`src/rtl/pipe_pkg.sv`:
```
// Shared types and per-boundary constants for the generic pipeline stage register.
package pipe_pkg;

  // Number of beats held by a stage (0..2).
  typedef logic [1:0] occ_t;

  // ID/EX control field indices.
  localparam int IDEX_REG_W  = 0;
  localparam int IDEX_MEM_R  = 1;
  localparam int IDEX_MEM_W  = 2;
  localparam int IDEX_WB_SEL = 3;  // two bits: 4:3
  localparam int IDEX_BRANCH = 5;

  // EX/MEM control field indices.
  localparam int EXMEM_REG_W  = 0;
  localparam int EXMEM_MEM_R  = 1;
  localparam int EXMEM_MEM_W  = 2;
  localparam int EXMEM_WB_SEL = 3;  // two bits: 4:3

  // MEM/WB control field indices.
  localparam int MEMWB_REG_W  = 0;
  localparam int MEMWB_WB_SEL = 1;  // two bits: 2:1

  // One-shot control bits per boundary: a memory access must not be
  // re-issued while the beat sits stalled in front of the memory stage.
  localparam logic [7:0] IFID_PULSE_MASK  = 8'b0000_0000;
  localparam logic [7:0] IDEX_PULSE_MASK  = 8'b0000_0000;
  localparam logic [7:0] EXMEM_PULSE_MASK = 8'b0000_0110;
  localparam logic [7:0] MEMWB_PULSE_MASK = 8'b0000_0000;

  // Beats held, from the two slot valid bits.
  function automatic occ_t occ_count(input logic m_valid, input logic s_valid);
    return {1'b0, m_valid} + {1'b0, s_valid};
  endfunction

endpackage

```
`src/rtl/pipe_slot.sv`:
```
// One beat of storage: valid bit, control vector and data vector.
// Priority: clear > load > pulse_clr.
module pipe_slot #(
  parameter int              DATA_W     = 32,
  parameter int              CTRL_W     = 8,
  parameter logic [CTRL_W-1:0] PULSE_MASK = '0
) (
  input  logic              clk,
  input  logic              rst,
  input  logic              load,
  input  logic              clear,
  input  logic              clear_data,
  input  logic              pulse_clr,
  input  logic [CTRL_W-1:0] in_ctrl,
  input  logic [DATA_W-1:0] in_data,
  output logic              valid,
  output logic [CTRL_W-1:0] ctrl,
  output logic [DATA_W-1:0] data
);

  // Slot register: kill, refill, or drop one-shot control bits while stalled.
  // NOTE: sequential state uses non-blocking (<=) so every flop samples pre-edge values.
  always_ff @(posedge clk or posedge rst) begin
    if (rst) begin
      valid <= 1'b0;
      ctrl  <= '0;
      // NOTE: the data flops are reset as well, so out_data reads 0 after reset;
      // this is a plain register, not a RAM, so a reset costs nothing.
      data  <= '0;
    end else if (clear) begin
      valid <= 1'b0;
      ctrl  <= '0;
      if (clear_data) data <= '0;
    end else if (load) begin
      valid <= 1'b1;
      ctrl  <= in_ctrl;
      data  <= in_data;
    end else if (pulse_clr) begin
      ctrl  <= ctrl & ~PULSE_MASK;
    end
  end

endmodule

```
`src/rtl/pipe_stage_skid.sv`:
```
// Generic stage-boundary register: valid/ready handshake, optional skid slot,
// synchronous flush and one-shot control bits. Holds only the steering logic;
// storage lives in pipe_slot.
module pipe_stage_skid
  import pipe_pkg::*;
#(
  parameter int                DATA_W     = 32,
  parameter int                CTRL_W     = 8,
  parameter logic [CTRL_W-1:0] PULSE_MASK = '0,
  parameter bit                SKID       = 1'b1,
  parameter bit                CLEAR_DATA = 1'b0
) (
  input  logic              clk,
  input  logic              rst,
  input  logic              flush,
  input  logic              in_valid,
  output logic              in_ready,
  input  logic [CTRL_W-1:0] in_ctrl,
  input  logic [DATA_W-1:0] in_data,
  output logic              out_valid,
  input  logic              out_ready,
  output logic [CTRL_W-1:0] out_ctrl,
  output logic [DATA_W-1:0] out_data,
  output occ_t              occupancy
);

  logic              m_valid, s_valid;
  logic [CTRL_W-1:0] m_ctrl, s_ctrl;
  logic [DATA_W-1:0] m_data, s_data;

  logic in_fire, out_fire, m_open;
  logic m_from_s, m_from_in, m_drain;
  logic flush_data;

  assign out_fire   = m_valid & out_ready;
  // M can take a new beat when empty or when its current beat leaves now.
  assign m_open     = !m_valid | out_fire;
  // Skid mode keeps out_ready off the in_ready path; single-slot mode cannot.
  assign in_ready   = SKID ? !s_valid : (!m_valid | out_ready);
  assign in_fire    = in_valid & in_ready;

  // M refill priority: skid slot first (ordering), then the input.
  assign m_from_s   = m_open & s_valid;
  assign m_from_in  = m_open & !s_valid & in_fire;
  // Released with nothing behind it: ctrl zeroed so no stale enables leak out.
  assign m_drain    = m_open & !s_valid & !in_fire;
  assign flush_data = flush & CLEAR_DATA;

  pipe_slot #(
    .DATA_W    (DATA_W),
    .CTRL_W    (CTRL_W),
    .PULSE_MASK(PULSE_MASK)
  ) u_m (
    .clk       (clk),
    .rst       (rst),
    .load      (m_from_s | m_from_in),
    .clear     (flush | m_drain),
    .clear_data(flush_data),
    .pulse_clr (m_valid & !out_ready),
    .in_ctrl   (s_valid ? s_ctrl : in_ctrl),
    .in_data   (s_valid ? s_data : in_data),
    .valid     (m_valid),
    .ctrl      (m_ctrl),
    .data      (m_data)
  );

  generate
    if (SKID) begin : g_skid
      logic s_load, s_drain;
      // Catch the input when M stays busy or is being refilled from S.
      assign s_load  = in_fire & ((m_valid & !out_fire) | m_from_s);
      assign s_drain = m_from_s & !s_load;

      pipe_slot #(
        .DATA_W    (DATA_W),
        .CTRL_W    (CTRL_W),
        .PULSE_MASK('0)
      ) u_s (
        .clk       (clk),
        .rst       (rst),
        .load      (s_load),
        .clear     (flush | s_drain),
        .clear_data(flush_data),
        .pulse_clr (1'b0),
        .in_ctrl   (in_ctrl),
        .in_data   (in_data),
        .valid     (s_valid),
        .ctrl      (s_ctrl),
        .data      (s_data)
      );
    end else begin : g_noskid
      assign s_valid = 1'b0;
      assign s_ctrl  = '0;
      assign s_data  = '0;
    end
  endgenerate

  assign out_valid = m_valid;
  assign out_ctrl  = m_ctrl;
  assign out_data  = m_data;
  assign occupancy = occ_count(m_valid, s_valid);

endmodule

```
`config.mk`:
```
export PLATFORM = sky130hd
export DESIGN_NAME = pipe_stage_skid
export DESIGN_NICKNAME = d
export VERILOG_FILES = /design/src/rtl/pipe_pkg.sv /design/src/rtl/pipe_slot.sv /design/src/rtl/pipe_stage_skid.sv
export SDC_FILE = /design/constraint.sdc
export NUM_CORES = 1
export LEC_CHECK = 0
export CAP_MARGIN = 20
export CORE_UTILIZATION = 51
export DETAILED_ROUTE_END_ITERATION = 12
export PLACE_DENSITY = 0.88
export SLEW_MARGIN = 25
export SYNTH_ARGS = -nofsm -noshare
export SYNTH_HDL_FRONTEND = slang
export SYNTH_HIERARCHICAL = 1
export SYNTH_SLANG_ARGS = --single-unit
export TNS_END_PERCENT = 100
```
`constraint.sdc`:
```
create_clock -name clk -period 2.3 [get_ports clk]
set_input_delay 0.69 -clock clk [delete_from_list [all_inputs] [get_ports clk]]
set_output_delay 0.69 -clock clk [all_outputs]
set_load 0.01 [all_outputs]
```
==> Flow_metrics.wiki, run 1 <==
{| class="wikitable"
! Metric !! Value
|-
| Outcome || complete, no violations
|-
| Total global routing overflow || 0
|-
| Fraction of final layout cells sized beyond drive strength 1 || 0.204
|-
| TritonCTS clock tree || built
|-
| Largest net degree at the start of global routing || between 40 and 50
|-
| Number of antenna cells inserted || 0
|-
| Setup slack on the worst flop-to-flop path || 0.36 ns
|-
| Number of synthesized flops with an enable pin || 0
|-
| Combinational group share of total power || 0.186
|-
| Delay of the slowest cell on the worst path || 0.79 ns
|-
| Minimum clock period || 2.19 ns
|-
| Buffers and inverters on the worst path || 1
|-
| Max-slew violation total from the final report || 0
|-
| Synth Area in Adders || 0.00313
|-
| Count of cell types in the netlist || 21
|-
| Number of synthesized register bits || 82
|-
| Largest area contributor in the synthesized netlist || sky130_fd_sc_hd__dfrtp_1
|-
| Buffer count from post-CTS setup fixing || 0
|-
| Fraction of the core area covered by cells at the end of the flow || 0.696
|-
| 1st-iter DRT viols || 89
|-
| Routed len/inst || 17.0 um
|-
| Hold WC Path Type || flip-flop to flip-flop
|-
| Final layout net count || 424
|-
| Final standard cell area without fillers || 5160 um^2
|-
| Count of input and output buffers || approximately 90
|-
| Worst Hold Depth || 1
|-
| Standard cell with the maximum stage delay on the critical path || sky130_fd_sc_hd__nor2b_1
|-
| Clock Skews || 0.00866 ns
|-
| Warnings, synthesis || 6
|-
| Largest fanout on the critical path || 11
|-
| Part of the total power dissipated in the clock network || 0.307
|-
| Hold Vio Cnt, Final || 0
|-
| Max Clk Rate || 457 MHz
|-
| Crit-path cells || clkdlybuf4s50_1 -> nand2b_1 -> a21o_1 -> nor2b_1 -> o2bb2ai_1
|-
| Root Buffer || sky130_fd_sc_hd__clkbuf_8
|-
| Clock latency on the worst-skew pair || between 0.3 and 0.4 ns
|-
| Static leakage power || 2.33 nW
|-
| Floorplan die area || 8190 um^2
|-
| Number of placed cells counting well taps || 466
|-
| Setup violations, final || 0
|-
| Row count || 31
|-
| Number of hold-repair buffers added at the cts stage || 0
|-
| Seq/Total Area, Yosys || 0.514
|-
| Setup repair after global routing missed its margin || false
|-
| Via count of the first global-routing pass || 2678
|-
| Slew Limit Headroom || 0.342
|-
| Xor/xnor cell area share of the yosys netlist || 0
|-
| Hold_sp || u_m/data[14]
|-
| Clock slew seen by the registers of the worst setup and hold paths || ~0.09 ns
|-
| Type of the worst setup path || input pin to flip-flop
|-
| Required time of the critical path || around 2.6 ns
|-
| Maximum number of buffers from clock root to sink || 2
|-
| Max-capacitance violation count || 0
|-
| Launch point of the worst reg-to-reg path || g_skid.u_s/valid
|-
| Post-detailed-route DRC marker count || 0
|-
| Via/cell ratio || 5.49
|-
| Worst min-delay path endpoint || u_m/data[14]
|-
| Wire length of the first global-routing pass || 13700 um
|-
| Total global-route track usage || 0.214
|-
| Synth Flop Type || sky130_fd_sc_hd__dfrtp_1
|-
| Simple-Gate Fraction of Synth Area || 0.0320
|-
| Number of H-tree branching levels || 3
|-
| Overall via count from detail_route || about 2600
|-
| Launching element of the worst setup path || out_ready
|-
| Ranking of synthesized cells by area || sky130_fd_sc_hd__dfrtp_1 (51%), sky130_fd_sc_hd__mux2_4 (14%), sky130_fd_sc_hd__mux2i_1 (10%)
|-
| Starting density of the core || 0.539
|-
| VDD IR-drop max || 0.326 mV
|-
| Cell class contributing the biggest share of worst-path delay || simple AND/OR/NAND/NOR gates
|-
| Cell Count, Final, Fillers Out || 482
|-
| Highest-count cells in the layout ignoring fill and taps || sky130_fd_sc_hd__clkdlybuf4s50_1 (87), sky130_fd_sc_hd__dfrtp_1 (81), sky130_fd_sc_hd__a22o_1 (42)
|-
| CTS Buf Count || 9
|-
| Fraction of the mapped netlist area in compound gates || 0.144
|-
| Number of clock sinks || 82
|-
| Die boundary height || roughly 90 um
|-
| Internal power consumption || 0.00226 W
|-
| Combinational family with the most area after synthesis || multiplexers
|-
| Power per cell area || 599 nW/um^2
|-
| 1st-pass router iterations || 4
|-
| Cts repair resizes || 1
|-
| RePlAce Congestion || approximately 0.72
|-
| Area after detailed placement || 4980 um^2
|-
| Type of element launching the critical path || input pin
|-
| Half-perimeter wire length after placement || approximately 5500 um
|-
| Core Box Area || 7410 um^2
|-
| Post-synthesis async set-or-reset flop share || 1.00
|-
| Layout-stage area growth over the synthesis result || 29.2%
|-
| Post-synthesis instance total || 285
|-
| Filler Cell Count || 511
|-
| Count of pins on the block boundary || 89
|-
| Routed Antenna Nets || 0
|-
| Die W || 90.5 um
|-
| Destination of the worst register-to-register timing path || g_skid.u_s/data[5]
|-
| Most common cell after layout, fill and taps aside || sky130_fd_sc_hd__clkdlybuf4s50_1
|-
| Sequential power share || 0.507
|-
| Switching fraction of total power || 0.270
|-
| Synth Area per Inst || 14.0 um^2
|-
| Multiplexer share of the synthesized area || 0.248
|-
| Routed wire length || approximately 8000 um
|-
| Worst Tran Pin Value || 0.986 ns
|-
| Hold_ws || about 0.51 ns
|-
| Switching power total || 0.000835 W
|-
| CP Capture Type || flip-flop
|-
| Number of antenna violations at the first check in global routing || 0
|-
| Synth top area share || 0.514
|-
| Cell count of the worst reg-to-reg path || 4
|-
| Post-route fraction of the period consumed by the critical path || 0.952
|-
| Cell area after synthesis || ~4000 um^2
|-
| WP data arrival || 2.46 ns
|}
-- power by group through the flow --
stage | combinational (W) | clock [W] | sequential [W]
final | 0.000574 | 0.000948 | 0.00157
after global routing | 0.000616 | 0.00104 | 0.00158
after CTS | 0.000581 | 0.000977 | 0.00157
after detailed placement | 0.000580 | 0 | 0.00160
after global placement | 0.000564 | 0 | 0.00159
after floorplan | 0.000290 | 0 | 0.00161
-- kinds of logic (layout without fill, tap and decap cells) --
family                     after synthesis  count (layout)
and+or+nand+nor                         28              28
adders and majority gates                1               1
AOI/OAI and AO/OA                       66              66
muxes                                   80              80
other                                    1               4
DFF                                     82              82
buffers and inverters                   27             122
-- area by class of cell --
class                   instances  area, um^2  share of cell area
multi-input cells             179        1730               0.335
repair buffers                102        1060               0.205
flip-flops and latches         82        2050               0.398
well taps                      99         124              0.0240
clock inverters                 7        52.6              0.0102
clock buffers                   9         124              0.0240
inverters                       4        15.0             0.00291
-- Yosys cell counts (all sizes together), types with 2 or more instances --
cell / number
a21o: 2
o2bb2ai: 22
and2b: 2
inv: 4
mux2i: 40
dfrtp: 82
a22o: 42
mux2: 40
clkbuf: 4
nor2: 22
nor2b: 2
buf: 19
-- per-stage QoR --
stage / power (W) / TNS, ns / worst slack (ns)
2_1_floorplan: 0.00190 / 0 / 0.600
3_3_place_gp: 0.00216 / -1.79 / -0.0941
3_5_place_dp: 0.00218 / -5.28 / -0.197
4_1_cts: 0.00313 / 0 / 0.137
5_1_grt: 0.00324 / 0 / 0.0705
6_report: 0.00309 / 0 / 0.111
-- how the worst max path moves through the flow --
stage                              end  slack (ns)  cells past startpoint
finish                    u_m/data[30]        0.11                      5
global route               u_m/data[1]        0.07                      5
CTS                       occupancy[1]        0.14                      2
detailed placement        u_m/data[30]       -0.20                      5
global placement    g_skid.u_s/data[7]       -0.09                      5
floorplan           g_skid.u_s/data[0]        0.60                      6
-- metal layers --
layer	share of wire	track usage	vias to the layer above
met5	0	0	-
li1	-	-	1245
met1	0.49	0.312	1324
met3	0.032	0.0303	11
met4	0.017	0.0806	0
met2	0.47	0.325	68
-- sequential cells by signal, summed over array words and instances, names as in the netlist --
name,cells
g_skid.u_s/ctrl,8
g_skid.u_s/data,32
g_skid.u_s/valid,1
u_m/ctrl,8
u_m/data,32
u_m/valid,1
(Power assumes the default switching activity.)
==> inputs of run 2 (changes only) <==
--- a/config.mk
+++ b/config.mk
@@ -5,10 +5,12 @@
 export SDC_FILE = /design/constraint.sdc
 export NUM_CORES = 1
 export LEC_CHECK = 0
+export ABC_AREA = 1
 export CAP_MARGIN = 20
-export CORE_UTILIZATION = 51
+export CORE_UTILIZATION = 50
+export CTS_CLUSTER_SIZE = 10
 export DETAILED_ROUTE_END_ITERATION = 12
-export PLACE_DENSITY = 0.88
+export PLACE_DENSITY = 0.86
 export SLEW_MARGIN = 25
 export SYNTH_ARGS = -nofsm -noshare
 export SYNTH_HDL_FRONTEND = slang
==> run 2 against run 1 <==
Clock-buffer cell count rose by 3. Cell area barely moved. Clock skew barely moved. Sequential share of layout area barely moved. Die area rose by 5.6%. Critical path depth fell by 2. Critical path type is now flip-flop to output pin. Critical endpoint is now in_ready.
==> Flow_metrics.wiki, run 2 <==
{| class="wikitable"
! Metric !! Value
|-
| Routed len/inst || 14.1 um (-17%)
|-
| CP Capture Type || output pin
|-
| Die boundary height || 93.0 um (+2.8%)
|-
| Max-capacitance violation count || 0 (unchanged)
|-
| Number of antenna violations at the first check in global routing || 0 (unchanged)
|-
| Filler Cell Count || 655 (+28%)
|-
| Via/cell ratio || 5.10 (-7.1%)
|-
| Most common cell after layout, fill and taps aside || sky130_fd_sc_hd__nand2_1
|-
| Setup violations, final || 0 (unchanged)
|-
| Clock slew seen by the registers of the worst setup and hold paths || 0.08 ns (about the same)
|-
| Number of placed cells counting well taps || 675 (+45%)
|-
| Number of synthesized register bits || 82 (unchanged)
|-
| VDD IR-drop max || 0.293 mV (-10%)
|-
| Most used standard cell by instance count after synthesis || sky130_fd_sc_hd__nand2_1
|-
| RePlAce Congestion || 0.775 (+8.0%)
|-
| Standard cell with the maximum stage delay on the critical path || sky130_fd_sc_hd__clkdlybuf4s50_1
|-
| Clock Skews || 0.00879 ns (+0.000135 ns)
|-
| Power, Total || 0.00316 W (+2.2%)
|-
| Static leakage power || 2.76 nW (+18%)
|-
| Via count of the first global-routing pass || 3503 (+31%)
|-
| Area of the multi-input gates || 1710 um^2 (-1.0%)
|-
| Top flop regs || g_skid.u_s/data x32, u_m/data x32
|-
| Final layout net count || 632 (+49%)
|-
| Most numerous cell types in the synthesized netlist || sky130_fd_sc_hd__nand2_1 (283), sky130_fd_sc_hd__dfrtp_1 (82), sky130_fd_sc_hd__nand3_1 (44)
|-
| Outcome || complete, no violations
|-
| Post-synthesis async set-or-reset flop share || 1.00 (unchanged)
|-
| Slew Limit Headroom || 0.484 (+0.143)
|-
| Row count || 32 (+3.2%)
|-
| Max-slew violation total from the final report || 0 (unchanged)
|-
| Number of hold-repair buffers added at the cts stage || 0 (unchanged)
|-
| Number of synthesized flops with an enable pin || 0 (unchanged)
|-
| Floorplan die area || 8650 um^2 (+5.6%)
|-
| Worst Tran Pin Value || 0.771 ns (-0.215 ns)
|-
| Power per cell area || 612 nW/um^2 (+2.1%)
|-
| CTS Buf Count || 9 (unchanged)
|-
| Setup slack on the worst flop-to-flop path || 0.21 ns (-0.15 ns)
|-
| Seq/Total Area, Yosys || 0.496 (-0.0182)
|-
| Hold WC Path Type || flip-flop to flip-flop
|-
| 1st-iter DRT viols || 192 (+120%)
|-
| Half-perimeter wire length after placement || 6380 um (+16%)
|-
| Minimum clock period || 2.24 ns (+0.0548 ns)
|-
| Root Buffer || sky130_fd_sc_hd__clkbuf_8
|-
| 1st-pass router iterations || 5 (+1)
|-
| Sequential cell area in the final layout || 2050 um^2 (unchanged)
|-
| Setup repair after global routing missed its margin || false
|-
| Wire length of the first global-routing pass || 16100 um (+17%)
|-
| Post-synthesis instance total || 504 (+77%)
|-
| Post-detailed-route DRC marker count || 0 (unchanged)
|-
| Post-route fraction of the period consumed by the critical path || 0.975 (+0.0238)
|-
| Starting density of the core || 0.527 (-0.0115)
|-
| Number of antenna cells inserted || 0 (unchanged)
|-
| WP data arrival || 1.55 ns (-0.91 ns)
|-
| Count of pins on the block boundary || 89 (unchanged)
|-
| Highest-count cells in the layout ignoring fill and taps || sky130_fd_sc_hd__nand2_1 (283), sky130_fd_sc_hd__clkdlybuf4s50_1 (87), sky130_fd_sc_hd__dfrtp_1 (81)
|-
| Crit-path cells || buf_4 -> inv_8 -> clkdlybuf4s50_1
|-
| Warnings, synthesis || 6 (unchanged)
|-
| Delay of the slowest cell on the worst path || 0.56 ns (-0.23 ns)
|-
| Type of element launching the critical path || flip-flop
|-
| Largest fanout on the critical path || 3 (-8)
|-
| Ranking of synthesized cells by area || sky130_fd_sc_hd__dfrtp_1 (50%), sky130_fd_sc_hd__nand2_1 (26%), sky130_fd_sc_hd__buf_6 (6.5%)
|-
| Total global routing overflow || 0 (unchanged)
|-
| Core Box Area || 7850 um^2 (+5.9%)
|-
| Count of input and output buffers || 88 (unchanged)
|-
| Count of cell types in the netlist || 16 (-24%)
|-
| Cell area after synthesis || 4140 um^2 (+3.7%)
|-
| Overall via count from detail_route || 3536 (+34%)
|-
| Routed Antenna Nets || 0 (unchanged)
|-
| Die W || 93.0 um (+2.8%)
|-
| TritonCTS clock tree || built
|-
| Maximum number of buffers from clock root to sink || 2 (unchanged)
|-
| Largest net degree at the start of global routing || 42 (unchanged)
|-
| Number of clock sinks || 82 (unchanged)
|-
| Hold Vio Cnt, Final || 0 (unchanged)
|-
| Clock latency on the worst-skew pair || 0.35 ns (about the same)
|-
| Number of H-tree branching levels || 3 (unchanged)
|-
| Max Clk Rate || 446 MHz (-2.4%)
|-
| Type of the worst setup path || flip-flop to output pin
|-
| Synth top area share || 0.496 (-0.0182)
|-
| Layout-stage area growth over the synthesis result || 24.8%
|-
| Total global-route track usage || 0.240 (+0.0263)
|-
| Fraction of final layout cells sized beyond drive strength 1 || 0.134 (-0.0700)
|-
| Largest area contributor in the synthesized netlist || sky130_fd_sc_hd__dfrtp_1
|-
| Required time of the critical path || 1.61 ns (-0.96 ns)
|-
| Cell Count, Final, Fillers Out || 693 (+44%)
|-
| Synth Flop Type || sky130_fd_sc_hd__dfrtp_1
|-
| Routed wire length || 9740 um (+19%)
|-
| Synth Area per Inst || 8.21 um^2 (-41%)
|}
run 2: kinds of logic after synthesis:
| family | Yosys count | share of synthesized area |
|---|---|---|
| simple gates | 381 | 0.409 |
| flops | 82 | 0.496 |
| buf+inv | 39 | 0.0913 |
| fa+ha+maj | 1 | 0.00302 |
| other cells | 1 | 0.000906 |
run 2: metal layers:
| metal | track usage | wire (um) | vias up |
|---|---|---|---|
| li1 | - | - | 1714 |
| met1 | 0.286 | 4040 | 1685 |
| met2 | 0.428 | 5010 | 123 |
| met3 | 0.0447 | 551 | 14 |
| met4 | 0.0949 | 138 | 0 |
| met5 | 0 | 0 | - |
run 2: critical path, delay by kind of cell (launching register included):
family   cells  cell delay (ns)
buf+inv      3             0.78
flops        1             0.43
run 2: cell type report:
| type | count | area share |
|---|---|---|
| Multi-Input combinational cell | 384 | 0.332 |
| Inverter | 10 | 0.00872 |
| Clock inverter | 4 | 0.00969 |
| Sequential cell | 82 | 0.398 |
| Timing Repair Buffer | 99 | 0.197 |
| Clock buffer | 12 | 0.0300 |
| Tap cell | 102 | 0.0247 |
run 2: power breakdown:
group | switching (W) | internal, W | leakage [nW]
clock network | 0.000512 | 0.000560 | 0.0986
logic | 0.000267 | 0.000250 | 1.54
registers | 0.0000511 | 0.00152 | 1.12
total | 0.000830 | 0.00233 | 2.76
run 2: final timing paths:
check,startpoint,end,cells after the start
min reg2reg,g_skid.u_s/ctrl[3],g_skid.u_s/ctrl[3],2
min in group asynchronous,rst,g_skid.u_s/data[6],2
max,g_skid.u_s/valid,in_ready,3
max in group asynchronous,rst,u_m/data[15],3
min,g_skid.u_s/ctrl[3],g_skid.u_s/ctrl[3],2
max reg2reg,g_skid.u_s/valid,g_skid.u_s/data[15],11
run 2: what timing repair did:
action | 4_1_cts | 5_1_grt
gates resized for setup | 0 | 2
setup endpoints to repair | 1 | 23
setup buffers | 1 | 1
run 2: through the flow:
step | util | setup WS, ns | setup TNS [ns] | hold slack, ns | area [um^2]
after CTS | 0.656 | 0.00880 | 0 | 0.485 | 5150
after global placement | 0.629 | 0.0573 | 0 | 0.462 | 4940
after detailed placement | 0.629 | -0.0432 | -0.510 | 0.465 | 4940
final | 0.658 | 0.0564 | 0 | 0.485 | 5160
after floorplan | - | 0.664 | 0 | 0.449 | 4140
after global routing | 0.658 | 0.0115 | 0 | 0.503 | 5160
==> inputs of run 3 (changes only) <==
--- a/config.mk
+++ b/config.mk
@@ -8,6 +8,7 @@
 export ABC_AREA = 1
 export CAP_MARGIN = 20
 export CORE_UTILIZATION = 50
+export CTS_BUF_LIST = sky130_fd_sc_hd__clkbuf_16
 export CTS_CLUSTER_SIZE = 10
 export DETAILED_ROUTE_END_ITERATION = 12
 export PLACE_DENSITY = 0.86
==> run 3 against run 2 <==
Clock-buffer cell count shrank 3. Cell area grew 1.8%. Power grew 10%. Worst setup slack gained 0.015 ns. Non-clock buffer count is the same. Via count is essentially flat. Fmax grew 0.67%.
==> Flow_metrics.wiki, run 3 (same netlist as run 2, synthesis figures left out) <==
{| class="wikitable"
! Metric !! Value
|-
| Outcome || complete, no violations
|-
| Type of the worst setup path || flip-flop to output pin
|-
| Maximum number of buffers from clock root to sink || 2 (unchanged)
|-
| Number of clock sinks || 82 (unchanged)
|-
| Power per cell area || 662 nW/um^2 (+8.2%)
|-
| Row count || 32 (unchanged)
|-
| Launching element of the worst setup path || g_skid.u_s/valid
|-
| Switching fraction of total power || 0.253 (-0.00941)
|-
| Type of element launching the critical path || flip-flop
|-
| Count of input and output buffers || 88 (unchanged)
|-
| Count of pins on the block boundary || 89 (unchanged)
|-
| Number of antenna violations at the first check in global routing || 0 (unchanged)
|-
| Hold Vio Cnt, Final || 0 (unchanged)
|-
| Routed wire length || 9950 um (+2.1%)
|-
| Clock slew seen by the registers of the worst setup and hold paths || 0.06 ns (-0.02 ns)
|-
| Setup slack at placement || -0.0432 ns (unchanged)
|-
| Total global-route track usage || 0.247 (+0.00666)
|-
| Wire length of the first global-routing pass || 16500 um (+2.2%)
|-
| Via count of the first global-routing pass || 3498 (-0.14%)
|-
| Via/cell ratio || 5.10 (about the same)
|-
| Launch point of the worst reg-to-reg path || g_skid.u_s/valid
|-
| Setup repair after global routing missed its margin || false
|-
| Largest fanout on the critical path || 4 (+1)
|-
| Number of H-tree branching levels || 3 (unchanged)
|-
| Root Buffer || sky130_fd_sc_hd__clkbuf_16
|-
| Routed len/inst || 14.4 um (+2.1%)
|-
| Hold WC Path Type || flip-flop to flip-flop
|-
| Routed Antenna Nets || 0 (unchanged)
|-
| RePlAce Congestion || 0.775 (unchanged)
|-
| Worst Tran Pin Value || 0.769 ns (-0.00168 ns)
|-
| Hold_sp || g_skid.u_s/ctrl[3]
|-
| Largest net degree at the start of global routing || 42 (unchanged)
|-
| Half-perimeter wire length after placement || 6380 um (unchanged)
|-
| TritonCTS clock tree || built
|-
| Clock Skews || 0.00386 ns (-0.00493 ns)
|-
| Sequential power share || 0.452 (-0.045)
|-
| Layout-stage area growth over the synthesis result || 27.0%
|-
| Final setup TNS || 0 ns (unchanged)
|-
| Switching power total || 0.000882 W (+6.2%)
|-
| Most common cell after layout, fill and taps aside || sky130_fd_sc_hd__nand2_1
|-
| Internal power consumption || 0.00260 W (+12%)
|-
| Starting density of the core || 0.527 (unchanged)
|-
| Highest-count cells in the layout ignoring fill and taps || sky130_fd_sc_hd__nand2_1 (283), sky130_fd_sc_hd__clkdlybuf4s50_1 (87), sky130_fd_sc_hd__dfrtp_1 (81)
|-
| Static leakage power || 2.80 nW (+1.5%)
|-
| Max-slew violation total from the final report || 0 (unchanged)
|-
| Required time of the critical path || 1.61 ns (about the same)
|-
| Part of the total power dissipated in the clock network || 0.399 (+0.060)
|-
| Core Box Area || 7850 um^2 (unchanged)
|-
| Post-detailed-route DRC marker count || 0 (unchanged)
|-
| Floorplan die area || 8650 um^2 (unchanged)
|-
| Top flop regs || g_skid.u_s/data x32, u_m/data x32
|-
| Die W || 93.0 um (unchanged)
|-
| 1st-pass router iterations || 5 (unchanged)
|-
| Max-capacitance violation count || 0 (unchanged)
|-
| Combinational group share of total power || 0.149 (-0.015)
|-
| Max Clk Rate || 449 MHz (+0.67%)
|-
| Post-route fraction of the period consumed by the critical path || 0.969 (-0.00652)
|-
| Fraction of final layout cells sized beyond drive strength 1 || 0.130 (-0.00338)
|-
| Final layout net count || 632 (unchanged)
|-
| CTS Buf Count || 9 (unchanged)
|-
| VDD IR-drop max || 0.353 mV (+20%)
|-
| CP Capture Type || output pin
|-
| Number of antenna cells inserted || 0 (unchanged)
|-
| Clock latency on the worst-skew pair || 0.33 ns (-0.02 ns)
|-
| Die boundary height || 93.0 um (unchanged)
|-
| Slew Limit Headroom || 0.486 (+0.00112)
|-
| 1st-iter DRT viols || 260 (+35%)
|-
| Post-route setup slack || 0.0714 ns (+0.0150 ns)
|-
| Overall via count from detail_route || 3533 (-0.085%)
|-
| WP data arrival || 1.54 ns (about the same)
|-
| Setup violations, final || 0 (unchanged)
|-
| Total global routing overflow || 0 (unchanged)
|-
| Hold_ws || 0.478 ns (-0.00734 ns)
|-
| Minimum clock period || 2.23 ns (-0.0150 ns)
|}
## run 3: changes by cell type in the layout (fill, tap and decap cells not counted), sizes merged
cell / change
clkinv: +2
inv: +1
clkbuf: -3
## run 3: final timing paths
kind,to,slack [ns],cells after the start
hold / removal,g_skid.u_s/ctrl[3],0.48,2
min in group asynchronous,g_skid.u_s/data[0],0.75,2
max in group asynchronous,u_m/data[10],1.03,3
hold reg to reg,g_skid.u_s/ctrl[3],0.48,2
setup reg to reg,g_skid.u_s/data[17],0.12,11
setup / recovery,in_ready,0.07,3
## run 3: what timing repair did
item                       in CTS  in global routing
gates resized for setup         0                  2
setup endpoints to repair       1                 26
setup buffers                   1                  1
hold buffers                    0                  0
## run 3: layer usage
metal  share of wire  GRT usage  vias to the layer above
li1                -          -                     1717
met1            0.40      0.298                     1676
met2            0.52      0.434                      125
met3           0.064     0.0463                       15
met4           0.018     0.0987                        0
met5               0          0                        -
## run 3: critical path, stage by stage, from the launching register on
cell	delay, ns
sky130_fd_sc_hd__dfrtp_2	0.45
sky130_fd_sc_hd__buf_12	0.15
sky130_fd_sc_hd__inv_8	0.04
sky130_fd_sc_hd__clkdlybuf4s50_1	0.57
## run 3: layout make-up
type	instances	area, um^2
fillers	642	2590
multi-input cells	384	1710
inverters	10	45.0
flip-flops and latches	82	2050
clock buffers	9	225
repair buffers	99	1030
well taps	102	128
clock inverters	7	61.3
## run 3: power by group through the flow
stage / clock network (W) / logic, W / registers [W]
final: 0.00139 / 0.000518 / 0.00157
after global routing: 0.00146 / 0.000569 / 0.00158
after CTS: 0.00139 / 0.000514 / 0.00157
after detailed placement: 0 / 0.000508 / 0.00160
after global placement: 0 / 0.000492 / 0.00160
after floorplan: 0 / 0.000246 / 0.00162
## run 3: metrics by stage
stage	area, um^2	power [W]	util	cells
2_1_floorplan	4140	0.00186	-	505
6_report	5260	0.00348	0.670	693
5_1_grt	5260	0.00361	0.670	693
3_3_place_gp	4940	0.00209	0.629	675
3_5_place_dp	4940	0.00211	0.629	675
4_1_cts	5240	0.00348	0.668	692
